`src/rtl/dcsk_rx.sv`:
```
// DCSK receiver: per bit, SF reference chips then SF data chips; majority of chip matches decides the bit.
// Latency 2*SF*MSG_W+1 cycles from start to o_valid; no backpressure, one frame at a time, starts ignored while busy.
module dcsk_rx #(
    parameter int MSG_W = 32
) (
    input  logic             i_clk,
    input  logic             i_arst_n,
    input  logic             i_rx,
    input  logic             i_start,
    input  logic [1:0]       i_sf,
    output logic [MSG_W-1:0] o_msg,
    output logic             o_valid,
    output logic             o_busy,
    output logic             o_tie
);

    localparam int BW = (MSG_W > 1) ? $clog2(MSG_W) : 1;

    typedef enum logic [1:0] {IDLE, REF, DATA, DONE} state_t;

    state_t           state, state_nxt;
    logic [1:0]       sf_id;
    logic [5:0]       chip_cnt;
    logic [6:0]       match_cnt;
    logic [BW-1:0]    bit_cnt;
    logic [63:0]      ref_buf;
    logic [MSG_W-1:0] shreg;

    logic [5:0]       chip_last;
    logic [6:0]       half;
    logic [6:0]       match_tot;
    logic             chip_end;
    logic             last_bit;
    logic             bit_dec;
    logic             bit_tie;
    logic [MSG_W-1:0] shift_nxt;

    always_comb begin
        chip_last = 6'd7;
        half      = 7'd4;
        case (sf_id)
            2'd0: begin chip_last = 6'd7;  half = 7'd4;  end
            2'd1: begin chip_last = 6'd15; half = 7'd8;  end
            2'd2: begin chip_last = 6'd31; half = 7'd16; end
            2'd3: begin chip_last = 6'd63; half = 7'd32; end
            default: ;
        endcase
    end

    // Count including the chip arriving this cycle, so the decision is ready on the last data chip.
    assign match_tot = match_cnt + {6'd0, (i_rx == ref_buf[chip_cnt])};
    assign chip_end  = (chip_cnt == chip_last);
    assign last_bit  = (bit_cnt == BW'(MSG_W - 1));
    assign bit_dec   = (match_tot >= half);
    assign bit_tie   = (match_tot == half);
    assign shift_nxt = MSG_W'({shreg, bit_dec});
    assign o_busy    = (state == REF) || (state == DATA);

    always_comb begin
        state_nxt = state;
        case (state)
            IDLE: if (i_start) state_nxt = REF;
            REF:  if (chip_end) state_nxt = DATA;
            DATA: if (chip_end) state_nxt = last_bit ? DONE : REF;
            DONE: state_nxt = IDLE;
            default: state_nxt = IDLE;
        endcase
    end

    always_ff @(posedge i_clk or negedge i_arst_n) begin
        if (!i_arst_n) begin
            state     <= IDLE;
            sf_id     <= 2'd0;
            chip_cnt  <= 6'd0;
            match_cnt <= 7'd0;
            bit_cnt   <= '0;
            shreg     <= '0;
            o_msg     <= '0;
            o_valid   <= 1'b0;
            o_tie     <= 1'b0;
        end else begin
            state   <= state_nxt;
            o_valid <= 1'b0;
            case (state)
                IDLE: begin
                    if (i_start) begin
                        sf_id     <= i_sf;
                        o_tie     <= 1'b0;
                        bit_cnt   <= '0;
                        chip_cnt  <= 6'd0;
                        match_cnt <= 7'd0;
                    end
                end
                REF: begin
                    chip_cnt <= chip_end ? 6'd0 : chip_cnt + 6'd1;
                end
                DATA: begin
                    chip_cnt  <= chip_end ? 6'd0 : chip_cnt + 6'd1;
                    match_cnt <= chip_end ? 7'd0 : match_tot;
                    if (chip_end) begin
                        shreg <= shift_nxt;
                        if (bit_tie) o_tie <= 1'b1;
                        if (last_bit) begin
                            // o_msg and o_valid both become visible in the DONE cycle.
                            o_msg   <= shift_nxt;
                            o_valid <= 1'b1;
                            bit_cnt <= '0;
                        end else begin
                            bit_cnt <= bit_cnt + BW'(1);
                        end
                    end
                end
                default: ;
            endcase
        end
    end

    // Reference chips are always rewritten before use, so no reset is needed.
    always_ff @(posedge i_clk) begin
        if (state == REF) ref_buf[chip_cnt] <= i_rx;
    end

endmodule

```
`config.mk`:
```
export PLATFORM = sky130hd
export DESIGN_NAME = dcsk_rx
export DESIGN_NICKNAME = d
export VERILOG_FILES = /design/src/rtl/dcsk_rx.sv
export SDC_FILE = /design/constraint.sdc
export NUM_CORES = 1
export LEC_CHECK = 0
export ABC_CLOCK_PERIOD_IN_PS = 4950
export CORE_MARGIN = 2
export CORE_UTILIZATION = 30
export CTS_CLUSTER_SIZE = 30
export DETAILED_ROUTE_END_ITERATION = 10
export PLACE_DENSITY_LB_ADDON = 0.08
export SYNTH_ARGS = -nofsm -noshare
export SYNTH_HDL_FRONTEND = slang
export SYNTH_SLANG_ARGS = --single-unit
```
`constraint.sdc`:
```
create_clock -name i_clk -period 4.95 [get_ports i_clk]
set_clock_uncertainty 0.05 [all_clocks]
set_input_delay 0.99 -clock i_clk [delete_from_list [all_inputs] [get_ports i_clk]]
set_output_delay 0.99 -clock i_clk [all_outputs]
set_load 0.01 [all_outputs]
```
* Yosys cells after proc, flatten, opt, wreduce, memory -nomap -nowiden *
Index checks and enable logic that the tools add are counted.

word-level totals
  RAM bits = 0
  output and inout bits = 35
  bits of input ports = 6
  memories kept = 0
  latch bits = 0
  memory bits (read-only) = 0
  flip-flop bits (word level) = 151
  logic and storage cells = 74

operators by class
  multiply operators = 0
  divide/modulo/power cells = 0
  equality and inequality tests = 14
  bitwise logic cells = 0
  add/sub/neg operators = 3
  shift operators = 0
  mux-type cells = 29
  order comparisons = 3
  reductions and logical operators = 15

operator list
  cell                 number
  $bwmux 64            1
  $pmux 7 s4           1
  $pmux 6 s4           1
  $mux 5               3
  $mux 7               2
  $pmux 7 s2           1
  $mux 6               2
  $pmux 6 s2           1
  $pmux 5 s2           1
  $reduce_and 3->1     3
  $eq 2x2->1 const B   4
  $mux 1               8
  $mux 2               4
  $ne 2x2->1 const B   4
  $pmux 2 s4           1
  $reduce_and 2->1     4
  $add 7x1->7          1
  $eq 7x7->1           1
  $ge 7x7->1           1
  $lt 6x7->1 const B   1
  $add 6x1->6 const B  1
  $bmux 1 s6           1
  $demux 1 s6          1
  $eq 6x6->1           1
  12 further kinds     15

* Depth between registers and ports, before layout *
  word-level depth = 8
  depth in mapped cells = 18
  gate-level depth less buffers = 16

* Worst setup path after synthesis *
OpenSTA, ideal clock, no wires.

  kind = reg2reg
  start = register chip_cnt[0]
  end = register o_msg[0]
  buffers on the path = 1
  arrival = 3.360 ns
  path slack = 1.407 ns
  stages on the path, launching flop included = 17
  library setup time = 0.133 ns
  required time = 4.767 ns
  period minus slack after synthesis = 3.543 ns
  path through = dfrtp_1 -> buf_6 -> mux4_2 -> a221oi_1 -> a21oi_1 -> nor2_1 -> o2111ai_1 -> xnor2_1 -> ha_1 -> nand2_1 -> nor2_1 -> nand2_1 -> xnor2_1 -> ha_1 -> nor2b_1 -> nor4b_1 -> o21ai_0

on the way
  word-level cells in the longest chain between the ends = 5
  elaborated cells between the ends (all ways) = 7
  classes of those cells = add/sub: 1; order compare: 1; eq/ne: 2; mux: 2; reduce/logical: 1

RTL lines
  item                          line  text
  start, declared               23    logic [5:0] chip_cnt;
  start signal, assigned        95    chip_cnt <= chip_end ? 6'd0 : chip_cnt + 6'd1;
  start signal, assigned        98    chip_cnt <= chip_end ? 6'd0 : chip_cnt + 6'd1;
  $bmux 1 s6                    51    assign match_tot = match_cnt + {6'd0, (i_rx == ref_buf[chip_cnt])};
  $mux 1 (not written as such)  51
  $eq 1x1->1                    51
  $add 7x1->7                   51
  $ge 7x7->1                    54    assign bit_dec = (match_tot >= half);
  end signal, assigned          105   o_msg <= shift_nxt;
  end, declared                 11    output logic [MSG_W-1:0] o_msg,

Parallel ways exist; a longest one is shown, timed or not. The select of a mux whose other input is x is not followed.
A chain may end at the register's enable or synchronous reset.

* Worst setup path after layout *
Ends and elaborated chain as after synthesis.

==> flow_summary.toml <==
[clock_network]
h-tree-depth = 4
cts_sinks = 151
clk_latency_ps = 420
ctsHoldBuffers = 0
ctsResizeCount = 0
cts_root_buf = "clkbuf_16"
path_clk_slew_ps = 70
clockBufferDepth = 2
tritoncts = "yes"
numCtsBuffers = 17
cts_setup_buffers = 0

[pwr]
clkPwrFrac = 0.469
peakVddDrop_mv = 0.158
sw_frac_of_total = 0.229
intPower_mw = 1.98
pwr-share-comb = 0.015
p_per_area_nw_per_um2 = 321
switchingPower_mw = 0.589
power_frac_seq = 0.516
leakagePower_nw = 3.21

[hold_path]
whs_path_depth = 1
hold_start = "o_msg[9]$_DFFE_PN0P_"
holdPathEnd = "o_msg[9]$_DFFE_PN0P_"
min_path_type = "reg -> reg"

[detailed_routing]
vias_per_cell = 4.93
routedWlPerCell_um = 17.3
drt-total-wl_um = 14900
vias = 4234
first_iter_violations = 210
ant_nets = 0
drtPass1Iterations = 4
drc = 0

[cells_and_area]
regArea_um2 = 4100
diodes = 0
area_delta_synth_final_pct = 17.9
mostFrequentLayoutCells = "87 x dfrtp_1, 72 x nor2_1, 64 x edfxtp_1"
layout_commonest_cell = "dfrtp_1"
fillers = 2201
fin_util = 0.358
final_cells = 859
fin_nets = 580
multi_input_area_um2 = 2530
drive_above_1_share = 0.188

[critical_path]
cp_top_family = "simple AND/OR/NAND/NOR gates"
critPathBufInv = 1
cp_cell_sequence = "buf_4, mux4_2, a221oi_1, a21oi_1, nor2_1, o2111ai_1, xnor2_1, ha_1, nand2_1, nor2_1, nand2_1, xnor2_1, ha_1, nor2b_1, nor4b_1, o21ai_0"
reg2reg_to = "o_msg[0]$_DFFE_PN0P_"
cp_max_fo = 19
rrSetupSlack_ps = 790
rr_startpoint = "chip_cnt[0]$_DFFE_PN0P_"
crit_type = "reg -> reg"
cp_slowest_cell = "mux4_2"
start_kind = "flop"
slowest_delay_ps = 530
required_ps = 5160
worst_setup_path_end_kind = "flop"
arrival_ps = 4370
worstRegToRegCells = 16

[job]
drv_cap = 0

[floorplan]
coreArea_um2 = 22400
rows = 55
start_util = 0.303
dieArea_um2 = 23900
die_w_um = 155
die_h_um = 155
io_pins = 41

[timing]
finalCriticalPeriod_ps = 4160
finalMaxSlewViolations = 0
setup_viol = 0
setup_tns_ps = 0
fin_hold_ws_ps = 443
fmax_ghz = 0.240
hold_viol_final = 0
finalCritPeriodShare = 0.840
worst_pin_slew_ps = 923
rsz0062_at_grt = "no"
slew_headroom = 0.384

[synth]
async_reset_ff_frac = 0.576
synth_warnings = 0
synthFlopType = "dfrtp_1"
syn_area_per_cell_um2 = 13.0
synth_edf_count = 64
synth.area.top_cells = "dfrtp_1 32%, edfxtp_1 28%, mux2_2 8.1%, nor2_1 4.0%, mux2_1 3.0%"
synth.net_count = 540
yosysTopAreaCellShare = 0.320
yosysSeqAreaShare = 0.602
yosysTopAreaCell = "dfrtp_1"
postSynthCellCount = 522
synth_seq_cells = 151
synth_cell_types = 60
netlist_area_um2 = 6810

[placed_design]
dp_hpwl_um = 9610
place_congestion = 0.806
post-place-cells = 828
port_buffers = 40

[grt]
antenna_found_initial = 0
overflow = 0
grt_pass1_vias = 4476
grt_usage = 0.134
grt_max_degree = 67
grt_pass1_wl_um = 24800

[status]
status = "finished clean"
==> per-stage QoR <==
stage	total power, mW	worst slack [ps]	cell area (um^2)
after global routing	2.68	442	8020
after global placement	1.39	871	7480
after floorplan	1.36	1410	6810
after detailed placement	1.39	755	7480
final	2.57	790	8020
after CTS	2.62	721	8020
==> Yosys cell counts, types with 2 or more instances <==
cell      count
o21ai_1       3
mux2_1       18
o31ai_1       3
nand3_1      14
buf_1         2
a22o_1        5
mux2_2       49
o21ai_0      18
mux4_2        7
nor3_1        9
dfrtp_1      87
and3b_1       2
o21a_1        2
and3_1        2
nand4_1       3
nor2b_1       8
clkbuf_1     10
nand2b_1      8
mux2i_1       7
edfxtp_1     64
buf_6         3
nand3b_1      2
xor2_1        3
nor2_1       72
or3_1         3
a31oi_1       5
buf_2        13
a21oi_1      13
o211ai_1      3
inv_1         6
nand2_1      26
mux4_1        3
xnor2_1       3
nor3_2        2
a22oi_1       4
nand4b_1      2
a221oi_1      2
ha_1         12
a21o_1        2
o41ai_1       2
==> cells by family (layout without fill, tap and decap cells) <==
family / count (synthesis) / count (layout) / synth area share
simple gates: 162 / 162 / 0.116
compound gates: 72 / 72 / 0.0706
xor+xnor: 6 / 6 / 0.00772
buf+inv: 35 / 87 / 0.0256
mux: 84 / 84 / 0.156
fa+ha+maj: 12 / 12 / 0.0221
flops: 151 / 151 / 0.602
==> registers in the layout (all words and copies together), names as in the netlist <==
name	count
state	2
sf_id	2
o_msg	32
ref_buf	64
bit_cnt	5
shreg	31
chip_cnt	6
o_tie	1
match_cnt	7
o_valid	1
==> power by group through the flow <==
stage          clock, mW  combinational [mW]  sequential (mW)
2_1_floorplan          0              0.0108             1.35
3_3_place_gp           0              0.0391             1.35
3_5_place_dp           0              0.0401             1.35
4_1_cts             1.25              0.0397             1.33
5_1_grt             1.30              0.0441             1.33
6_report            1.21              0.0374             1.33
==> cell type report <==
class / instances / area share
flip-flops and latches: 151 / 0.511
well taps: 285 / 0.0445
repair buffers: 50 / 0.0583
clock inverters: 14 / 0.0145
clock buffers: 17 / 0.0530
multi-input cells: 336 / 0.316
inverters: 6 / 0.00281
==> per-layer routing <==
layer	wire, um	vias to the layer above	track usage	share of wire
met5	0	-	0	0
met4	158	0	0.0406	0.011
met3	589	12	0.0387	0.040
met2	7010	68	0.211	0.47
met1	7110	2156	0.179	0.48
li1	-	1998	-	-
==> how the worst max path moves through the flow <==
| stage | from | endpoint | slack (ps) | cells after the start |
|---|---|---|---|---|
| 2_1_floorplan | chip_cnt[0]$_DFFE_PN0P_ | o_msg[0]$_DFFE_PN0P_ | 1410 | 16 |
| 3_3_place_gp | chip_cnt[0]$_DFFE_PN0P_ | o_msg[0]$_DFFE_PN0P_ | 870 | 16 |
| 3_5_place_dp | chip_cnt[0]$_DFFE_PN0P_ | o_msg[0]$_DFFE_PN0P_ | 760 | 16 |
| 4_1_cts | chip_cnt[0]$_DFFE_PN0P_ | o_msg[0]$_DFFE_PN0P_ | 720 | 16 |
| 5_1_grt | chip_cnt[0]$_DFFE_PN0P_ | shreg[0]$_DFFE_PN0P_ | 440 | 16 |
| 6_report | chip_cnt[0]$_DFFE_PN0P_ | o_msg[0]$_DFFE_PN0P_ | 790 | 16 |
Note: power is estimated with default switching activity, not from simulation.
